File: src/rtl/tone_pkg.sv
// Shared types, song IDs and note tables for the table-driven tone sequencer.
// TONE_TEST_TABLE switches the default table choice to the short bench table.
package tone_pkg;

    localparam int unsigned TONE_DIV_W = 20;
    localparam int unsigned TONE_DUR_W = 10;

    typedef enum logic [1:0] {
        S_IDLE = 2'd0,
        S_LOAD = 2'd1,
        S_PLAY = 2'd2,
        S_GAP  = 2'd3
    } state_e;

    typedef struct packed {
        logic [TONE_DIV_W-1:0] half;
        logic [TONE_DUR_W-1:0] dur;
        logic                  last;
    } note_t;

    localparam logic [7:0] SONG_SPIN  = 8'd0;
    localparam logic [7:0] SONG_WIN   = 8'd1;
    localparam logic [7:0] SONG_LOSE  = 8'd2;
    localparam logic [7:0] SONG_CLEAR = 8'd3;

`ifdef TONE_TEST_TABLE
    localparam bit TONE_TEST_DEFAULT = 1'b1;
`else
    localparam bit TONE_TEST_DEFAULT = 1'b0;
`endif

    // Missing entries terminate the song with one silent tick.
    localparam note_t NOTE_END = '{half: 20'd0, dur: 10'd1, last: 1'b1};

    function automatic note_t mk_note(input logic [19:0] half, input logic [9:0] dur,
                                      input logic last);
        mk_note = '{half: half, dur: dur, last: last};
    endfunction

    // Half-periods below assume a 50 MHz clock; durations are in ms.
    function automatic note_t tone_lookup(input bit test, input logic [7:0] song,
                                          input logic [7:0] idx);
        logic [15:0] key;
        key = {song, idx};
        tone_lookup = NOTE_END;
        if (test) begin
            case (key)
                16'h0000: tone_lookup = mk_note(20'd3, 10'd2, 1'b0);
                16'h0001: tone_lookup = mk_note(20'd0, 10'd1, 1'b1);
                16'h0100: tone_lookup = mk_note(20'd5, 10'd1, 1'b1);
                default:  tone_lookup = NOTE_END;
            endcase
        end else begin
            case (key)
                {SONG_SPIN, 8'd0}:  tone_lookup = mk_note(20'd56818,  10'd40,  1'b0);
                {SONG_SPIN, 8'd1}:  tone_lookup = mk_note(20'd47801,  10'd40,  1'b1);
                {SONG_WIN, 8'd0}:   tone_lookup = mk_note(20'd47801,  10'd120, 1'b0);
                {SONG_WIN, 8'd1}:   tone_lookup = mk_note(20'd37936,  10'd120, 1'b0);
                {SONG_WIN, 8'd2}:   tone_lookup = mk_note(20'd31888,  10'd120, 1'b0);
                {SONG_WIN, 8'd3}:   tone_lookup = mk_note(20'd23877,  10'd400, 1'b1);
                {SONG_LOSE, 8'd0}:  tone_lookup = mk_note(20'd63776,  10'd250, 1'b0);
                {SONG_LOSE, 8'd1}:  tone_lookup = mk_note(20'd0,      10'd50,  1'b0);
                {SONG_LOSE, 8'd2}:  tone_lookup = mk_note(20'd127551, 10'd600, 1'b1);
                {SONG_CLEAR, 8'd0}: tone_lookup = mk_note(20'd23877,  10'd60,  1'b1);
                default:            tone_lookup = NOTE_END;
            endcase
        end
    endfunction

endpackage

File: src/rtl/tone_sequencer_rom.sv
// Combinational (song, idx) -> note entry lookup, resized to the sequencer widths.
module tone_rom
    import tone_pkg::*;
#(
    parameter int unsigned NUM_SONGS  = 4,
    parameter int unsigned SEL_W      = 2,
    parameter int unsigned IDX_W      = 3,
    parameter int unsigned DIV_W      = 20,
    parameter int unsigned DUR_W      = 10,
    parameter bit          TEST_TABLE = 1'b0
) (
    input  logic [SEL_W-1:0] song_i,
    input  logic [IDX_W-1:0] idx_i,
    output logic [DIV_W-1:0] half_o,
    output logic [DUR_W-1:0] dur_o,
    output logic             last_o
);

    note_t entry_s;

    // Table lookup with out-of-range songs mapped to the terminating rest.
    always_comb begin
        entry_s = tone_lookup(TEST_TABLE, 8'(song_i), 8'(idx_i));
        if (32'(song_i) >= NUM_SONGS) begin
            entry_s = NOTE_END;
        end else begin
            entry_s = entry_s;
        end
        half_o = DIV_W'(entry_s.half);
        dur_o  = DUR_W'(entry_s.dur);
        last_o = entry_s.last;
    end

endmodule

File: src/rtl/tone_sequencer.sv
// Table-driven melody engine: steps through note entries of the selected song,
// producing a glitch-free square wave with tick-exact note durations.
module tone_sequencer
    import tone_pkg::*;
#(
    parameter int unsigned CLK_HZ     = 50_000_000,
    parameter int unsigned TICK_HZ    = 1000,
    parameter int unsigned NUM_SONGS  = 4,
    parameter int unsigned MAX_NOTES  = 8,
    parameter int unsigned DIV_W      = 20,
    parameter int unsigned DUR_W      = 10,
    parameter int unsigned GAP_TICKS  = 0,
    parameter bit          TEST_TABLE = TONE_TEST_DEFAULT,
    localparam int unsigned SEL_W     = $clog2(NUM_SONGS),
    localparam int unsigned IDX_W     = $clog2(MAX_NOTES)
) (
    input  logic             clk,
    input  logic             rst_n,
    input  logic [SEL_W-1:0] song_sel,
    input  logic             play,
    input  logic             stop,
    input  logic             loop_en,
    output logic             piezo_out,
    output logic             busy,
    output logic             done,
    output logic [IDX_W-1:0] note_idx
);

    localparam int unsigned TICK_DIV = CLK_HZ / TICK_HZ;
    localparam int unsigned PRE_W    = $clog2(TICK_DIV);
    localparam int unsigned GAP_W    = $clog2(GAP_TICKS + 1);
    localparam int unsigned CNT_W    = ((DUR_W > GAP_W) ? DUR_W : GAP_W) + 1;

    state_e           state_q, state_d;
    logic [SEL_W-1:0] song_q, song_d;
    logic             loop_q, loop_d;
    logic [IDX_W-1:0] idx_q, idx_d;
    logic [DIV_W-1:0] half_q, half_d;
    logic [DUR_W-1:0] dur_q, dur_d;
    logic             last_q, last_d;
    logic [PRE_W-1:0] pre_q, pre_d;
    logic [CNT_W-1:0] cnt_q, cnt_d;
    logic [DIV_W-1:0] tone_q, tone_d;
    logic             phase_q, phase_d;
    logic             piezo_q, piezo_d;
    logic             busy_q, busy_d;
    logic             done_q, done_d;

    logic [DIV_W-1:0] rom_half_s;
    logic [DUR_W-1:0] rom_dur_s;
    logic             rom_last_s;
    logic             tick_s;
    logic             note_end_s;
    logic [CNT_W-1:0] cnt_inc_s;
    logic [CNT_W-1:0] dur_target_s;

    tone_rom #(
        .NUM_SONGS (NUM_SONGS),
        .SEL_W     (SEL_W),
        .IDX_W     (IDX_W),
        .DIV_W     (DIV_W),
        .DUR_W     (DUR_W),
        .TEST_TABLE(TEST_TABLE)
    ) u_rom (
        .song_i(song_q),
        .idx_i (idx_q),
        .half_o(rom_half_s),
        .dur_o (rom_dur_s),
        .last_o(rom_last_s)
    );

    assign tick_s       = (pre_q == PRE_W'(TICK_DIV - 1));
    assign cnt_inc_s    = cnt_q + CNT_W'(1);
    assign dur_target_s = (dur_q == '0) ? CNT_W'(1) : CNT_W'(dur_q);

    // Next-state, counters and output pre-computation.
    always_comb begin
        state_d    = state_q;
        song_d     = song_q;
        loop_d     = loop_q;
        idx_d      = idx_q;
        half_d     = half_q;
        dur_d      = dur_q;
        last_d     = last_q;
        pre_d      = pre_q;
        cnt_d      = cnt_q;
        tone_d     = tone_q;
        phase_d    = phase_q;
        done_d     = 1'b0;
        note_end_s = 1'b0;

        case (state_q)
            S_IDLE: begin
                state_d = S_IDLE;
            end
            S_LOAD: begin
                half_d  = rom_half_s;
                dur_d   = rom_dur_s;
                last_d  = rom_last_s;
                pre_d   = '0;
                cnt_d   = '0;
                tone_d  = '0;
                phase_d = 1'b0;
                state_d = S_PLAY;
            end
            S_PLAY: begin
                pre_d = tick_s ? '0 : pre_q + PRE_W'(1);
                if (half_q == '0) begin
                    tone_d = '0;
                end else if (tone_q == half_q - DIV_W'(1)) begin
                    tone_d  = '0;
                    phase_d = ~phase_q;
                end else begin
                    tone_d = tone_q + DIV_W'(1);
                end
                if (tick_s) begin
                    cnt_d = cnt_inc_s;
                    if (cnt_inc_s >= dur_target_s) begin
                        if (GAP_TICKS > 0) begin
                            state_d = S_GAP;
                            pre_d   = '0;
                            cnt_d   = '0;
                        end else begin
                            note_end_s = 1'b1;
                        end
                    end else begin
                        state_d = S_PLAY;
                    end
                end else begin
                    state_d = S_PLAY;
                end
            end
            S_GAP: begin
                pre_d = tick_s ? '0 : pre_q + PRE_W'(1);
                if (tick_s) begin
                    cnt_d = cnt_inc_s;
                    note_end_s = (cnt_inc_s >= CNT_W'(GAP_TICKS));
                end else begin
                    note_end_s = 1'b0;
                end
            end
            default: begin
                state_d = S_IDLE;
            end
        endcase

        if (note_end_s) begin
            if (!last_q && (idx_q != IDX_W'(MAX_NOTES - 1))) begin
                idx_d   = idx_q + IDX_W'(1);
                state_d = S_LOAD;
            end else if (loop_q) begin
                idx_d   = '0;
                state_d = S_LOAD;
            end else begin
                state_d = S_IDLE;
                done_d  = 1'b1;
            end
        end else begin
            done_d = 1'b0;
        end

        // Stop dominates; a play in the same cycle is dropped.
        if (stop) begin
            state_d = S_IDLE;
            done_d  = 1'b0;
        end else if (play) begin
            song_d  = song_sel;
            loop_d  = loop_en;
            idx_d   = '0;
            state_d = S_LOAD;
            done_d  = 1'b0;
        end else begin
            song_d = song_q;
        end

        busy_d  = (state_d != S_IDLE);
        piezo_d = (state_d == S_PLAY) && (half_q != '0) && phase_d;
    end

    // State and output registers with synchronous active-low reset.
    always_ff @(posedge clk) begin
        if (!rst_n) begin
            state_q <= S_IDLE;
            song_q  <= '0;
            loop_q  <= 1'b0;
            idx_q   <= '0;
            half_q  <= '0;
            dur_q   <= '0;
            last_q  <= 1'b0;
            pre_q   <= '0;
            cnt_q   <= '0;
            tone_q  <= '0;
            phase_q <= 1'b0;
            piezo_q <= 1'b0;
            busy_q  <= 1'b0;
            done_q  <= 1'b0;
        end else begin
            state_q <= state_d;
            song_q  <= song_d;
            loop_q  <= loop_d;
            idx_q   <= idx_d;
            half_q  <= half_d;
            dur_q   <= dur_d;
            last_q  <= last_d;
            pre_q   <= pre_d;
            cnt_q   <= cnt_d;
            tone_q  <= tone_d;
            phase_q <= phase_d;
            piezo_q <= piezo_d;
            busy_q  <= busy_d;
            done_q  <= done_d;
        end
    end

    assign piezo_out = piezo_q;
    assign busy      = busy_q;
    assign done      = done_q;
    assign note_idx  = idx_q;

endmodule

File: config.mk
export PLATFORM = sky130hd
export DESIGN_NAME = tone_sequencer
export DESIGN_NICKNAME = d
export VERILOG_FILES = /design/src/rtl/tone_pkg.sv /design/src/rtl/tone_sequencer_rom.sv /design/src/rtl/tone_sequencer.sv
export SDC_FILE = /design/constraint.sdc
export NUM_CORES = 1
export LEC_CHECK = 0
export CORE_UTILIZATION = 45
export CTS_BUF_LIST = sky130_fd_sc_hd__clkbuf_4 sky130_fd_sc_hd__clkbuf_8
export DETAILED_ROUTE_END_ITERATION = 10
export SYNTH_ARGS = -nofsm -noshare
export SYNTH_HDL_FRONTEND = slang
export SYNTH_HIERARCHICAL = 1
export SYNTH_SLANG_ARGS = --single-unit
File: constraint.sdc
create_clock -name clk -period 2.8 [get_ports clk]
set_clock_uncertainty 0.1 [all_clocks]
set_input_delay 0.28 -clock clk [delete_from_list [all_inputs] [get_ports clk]]
set_output_delay 0.28 -clock clk [all_outputs]
set_load 0.03 [all_outputs]
==> metrics <==
Final Cycle Share=100%; via/cell ratio=5.67; antenna cells=0; total track usage=22.4%; setup ws final=-10.7 ps; CP cell instances=and3_4, and3_4, and3_4, nand3_2, xnor2_2, ha_1, and3_4, and2_4, a32oi_2, buf_4, or4_4, a21oi_2; Reg-to-Reg End=note_idx[0]; CTS Hold Bufs=0; number of H-tree levels=3; Fillers=1217; R2R Path Start=cnt_q[0]; cts bufs inserted=9; P_sw=0.790 mW; grt total ovfl=0; io pins=13; fmax=0.356 GHz; Max Slew Vio Count=0; number of global-route vias before repair=5078; Yosys top cell by area=dfxtp_1; top cells by area, synth=dfxtp_1 30%, nor2_1 6.8%, mux2i_1 6.0%; CP max stage cell=or4_4; Pwr Total=2.83 mW; area of the core=12800 sq um; Crit. path cell count=12; largest net degree at the start of global routing=38; vias=5452; Rows=41; flops & latches, synth=90; area grow syn2layout=16.1%; DRC=0; Port Buffers=12; Final ANT Viol Nets=0; Max-Cap Viols=0; most used cell, CP=and3_4; Die Y-Extent=118 microns; Fin. Hold Viols=0; Hold Startpoint=loop_en; EDFF count, synth=0; top cell family by delay on the critical path=simple AND/OR/NAND/NOR gates; Post-Syn Area per Cell=7.97 sq um; endpoint type of the worst setup path=flip-flop; RSZ-0062 raised after global routing=true; Ys Warns=6; most common flop cell mapped by yosys=dfxtp_1; Slew @ Worst Pin=791 ps; worst path bufs/invs=1; crit path capture=note_idx[0]; total die area=13800 sq um; internal power=2.04 mW; worst hold slack=398 ps; dpl ws=-106 ps; P_leak=2.67 nW; Clock transition at path regs=100 ps; drt total wl=15.3 mm; CP Launch Point=cnt_q[0]; Clock Sinks=90; Hold Path Class=in -> reg; later-pin clock latency in the skew report=390 ps; reg2reg path depth=12; Max VDD drop=339 uV; Crit Path Class=reg -> reg; DPL Wire Length=10.9 mm; power share of the clock group=37.3%; violated checks=setup timing; post-synth top area share=30.0%; Relative slew margins=47.2%; Sw Ratio=27.9%; Netlist cell types=74; status=complete, but fails checks; Cells after Synth=754; initial antenna violation count=0; Seq pwr share=46.5%; Detailed Routing Iterations Pass 1=6; Period minus WS final=2810 ps; Seq/Total Area, Yosys=30.0%; CTS Root Cell=clkbuf_8; Final setup viols=1; initial DRC count=404; PwrDens=406 nW/um^2; CP peak stage delay=410 ps; Final Core Density=54.4%; largest fanout on the critical path=6; CTS tree=done; flop-to-flop setup slack=-10 ps; crit path DAT=3050 ps; Synth async-reset ratio=0%; nets=814; GP Congestion=0.852; Die X=118 microns; Mapped Area=6010 sq um; first-pass GRT wire length=25.0 mm; layout cells sized above 1=16.9%; crit start category=flip-flop; combinational share of power=16.2%; drt wl/cell=15.9 microns; Max clock buf depth=2; Final Cell Area=6970 sq um; CP Data Required Time=3030 ps; Initial Util=46.8%; placed cell area=6510 sq um
sequential cells by signal, indices dropped and copies added, names as in the netlist:
name       cells
state_q        2
pre_q         16
loop_q         1
note_idx       3
piezo_out      1
half_q        20
busy           1
last_q         1
phase_q        1
song_q         2
dur_q         10
done           1
cnt_q         11
tone_q        20
metal layers:
layer,vias up,share of wire (%),track usage [%]
met5,-,0,0
met4,0,0.99,5.61
met3,12,3.9,4.80
met2,107,46,36.7
met1,2581,49,29.8
li1,2752,-,-
power by group through the flow:
stage          logic [mW]  clock network (mW)  registers, mW
3_5_place_dp        0.414                   0           1.35
6_report            0.458                1.06           1.31
5_1_grt             0.501                1.14           1.32
3_3_place_gp        0.407                   0           1.34
4_1_cts             0.426                1.08           1.32
2_1_floorplan       0.282                   0           1.34
cell families after synthesis:
logic type | count (synthesis) | synth area share (%)
AOI/OAI and AO/OA | 149 | 17.7
xor gates and xnor gates | 50 | 7.29
adders and majority gates | 23 | 4.79
buffers and inverters | 85 | 6.48
DFF | 90 | 30.0
muxes | 37 | 6.19
other | 1 | 0.0624
and+or+nand+nor | 319 | 27.5
layout by cell type, fill, tap and decap left out, drive strengths merged, types with 12 or more instances in the layout:
| cell | n |
|---|---|
| xor2 | 25 |
| and2 | 13 |
| xnor2 | 25 |
| nand2 | 49 |
| ha | 23 |
| o2111ai | 26 |
| inv | 29 |
| nand2b | 13 |
| a21oi | 40 |
| nor2 | 109 |
| and3 | 15 |
| nand3 | 30 |
| clkdlybuf4s50 | 12 |
| mux2i | 36 |
| nand4 | 14 |
| nor4 | 12 |
| nor3 | 16 |
| dfxtp | 90 |
| o21ai | 27 |
| buf | 63 |
worst min-delay path, cell delays in order:
cell	delay (ps)
clkdlybuf4s50_1	400
mux2i_1	130
nor2_1	50
what timing repair did:
action / in CTS / in global routing
pin swaps: 3 / 18
buffers inserted: 1 / 6
cloned: 0 / 1
resized for setup: 8 / 33
endpoints found under the setup margin: 13 / 27
final cells by class:
type	instances	area (sq um)	share of cell area, %
sequential	90	1810	26.0
inverter	27	101	1.45
clock inverter	6	93.8	1.35
clock buffer	10	138	1.97
multi-input combinational	581	3990	57.3
timing repair buffer	75	618	8.87
tap	172	215	3.09
cells in the mapped netlist (all sizes together), types with 5 or more instances:
cell type / count
o21a: 5
mux2i: 36
nor3: 16
o2111ai: 26
inv: 26
nor2: 109
or2: 6
a221oi: 5
o21ai: 27
o211ai: 5
or4: 6
and3: 15
a211oi: 6
nand2: 49
xnor2: 25
nand3: 30
nand3b: 10
nor2b: 8
nand2b: 13
buf: 22
ha: 23
a21oi: 40
xor2: 25
dfxtp: 90
nor4: 12
nand4: 14
and2: 13
clkbuf: 36
a31oi: 5
how the worst min path moves through the flow:
stage                           end  cells after the start  slack (ps)
final                        loop_q                      3         400
after global routing         loop_q                      3         430
after CTS                    loop_q                      3         380
after detailed placement  cnt_q[10]                      2         400
after global placement    cnt_q[10]                      2         380
after floorplan                done                      1         260
per-stage QoR:
stage | instances | setup TNS (ps)
2_1_floorplan | 756 | 0
3_3_place_gp | 937 | -47.8
3_5_place_dp | 937 | -422
4_1_cts | 954 | 0
5_1_grt | 961 | -297
6_report | 961 | -10.7
No activity file was read; power rests on OpenSTA's default activity.
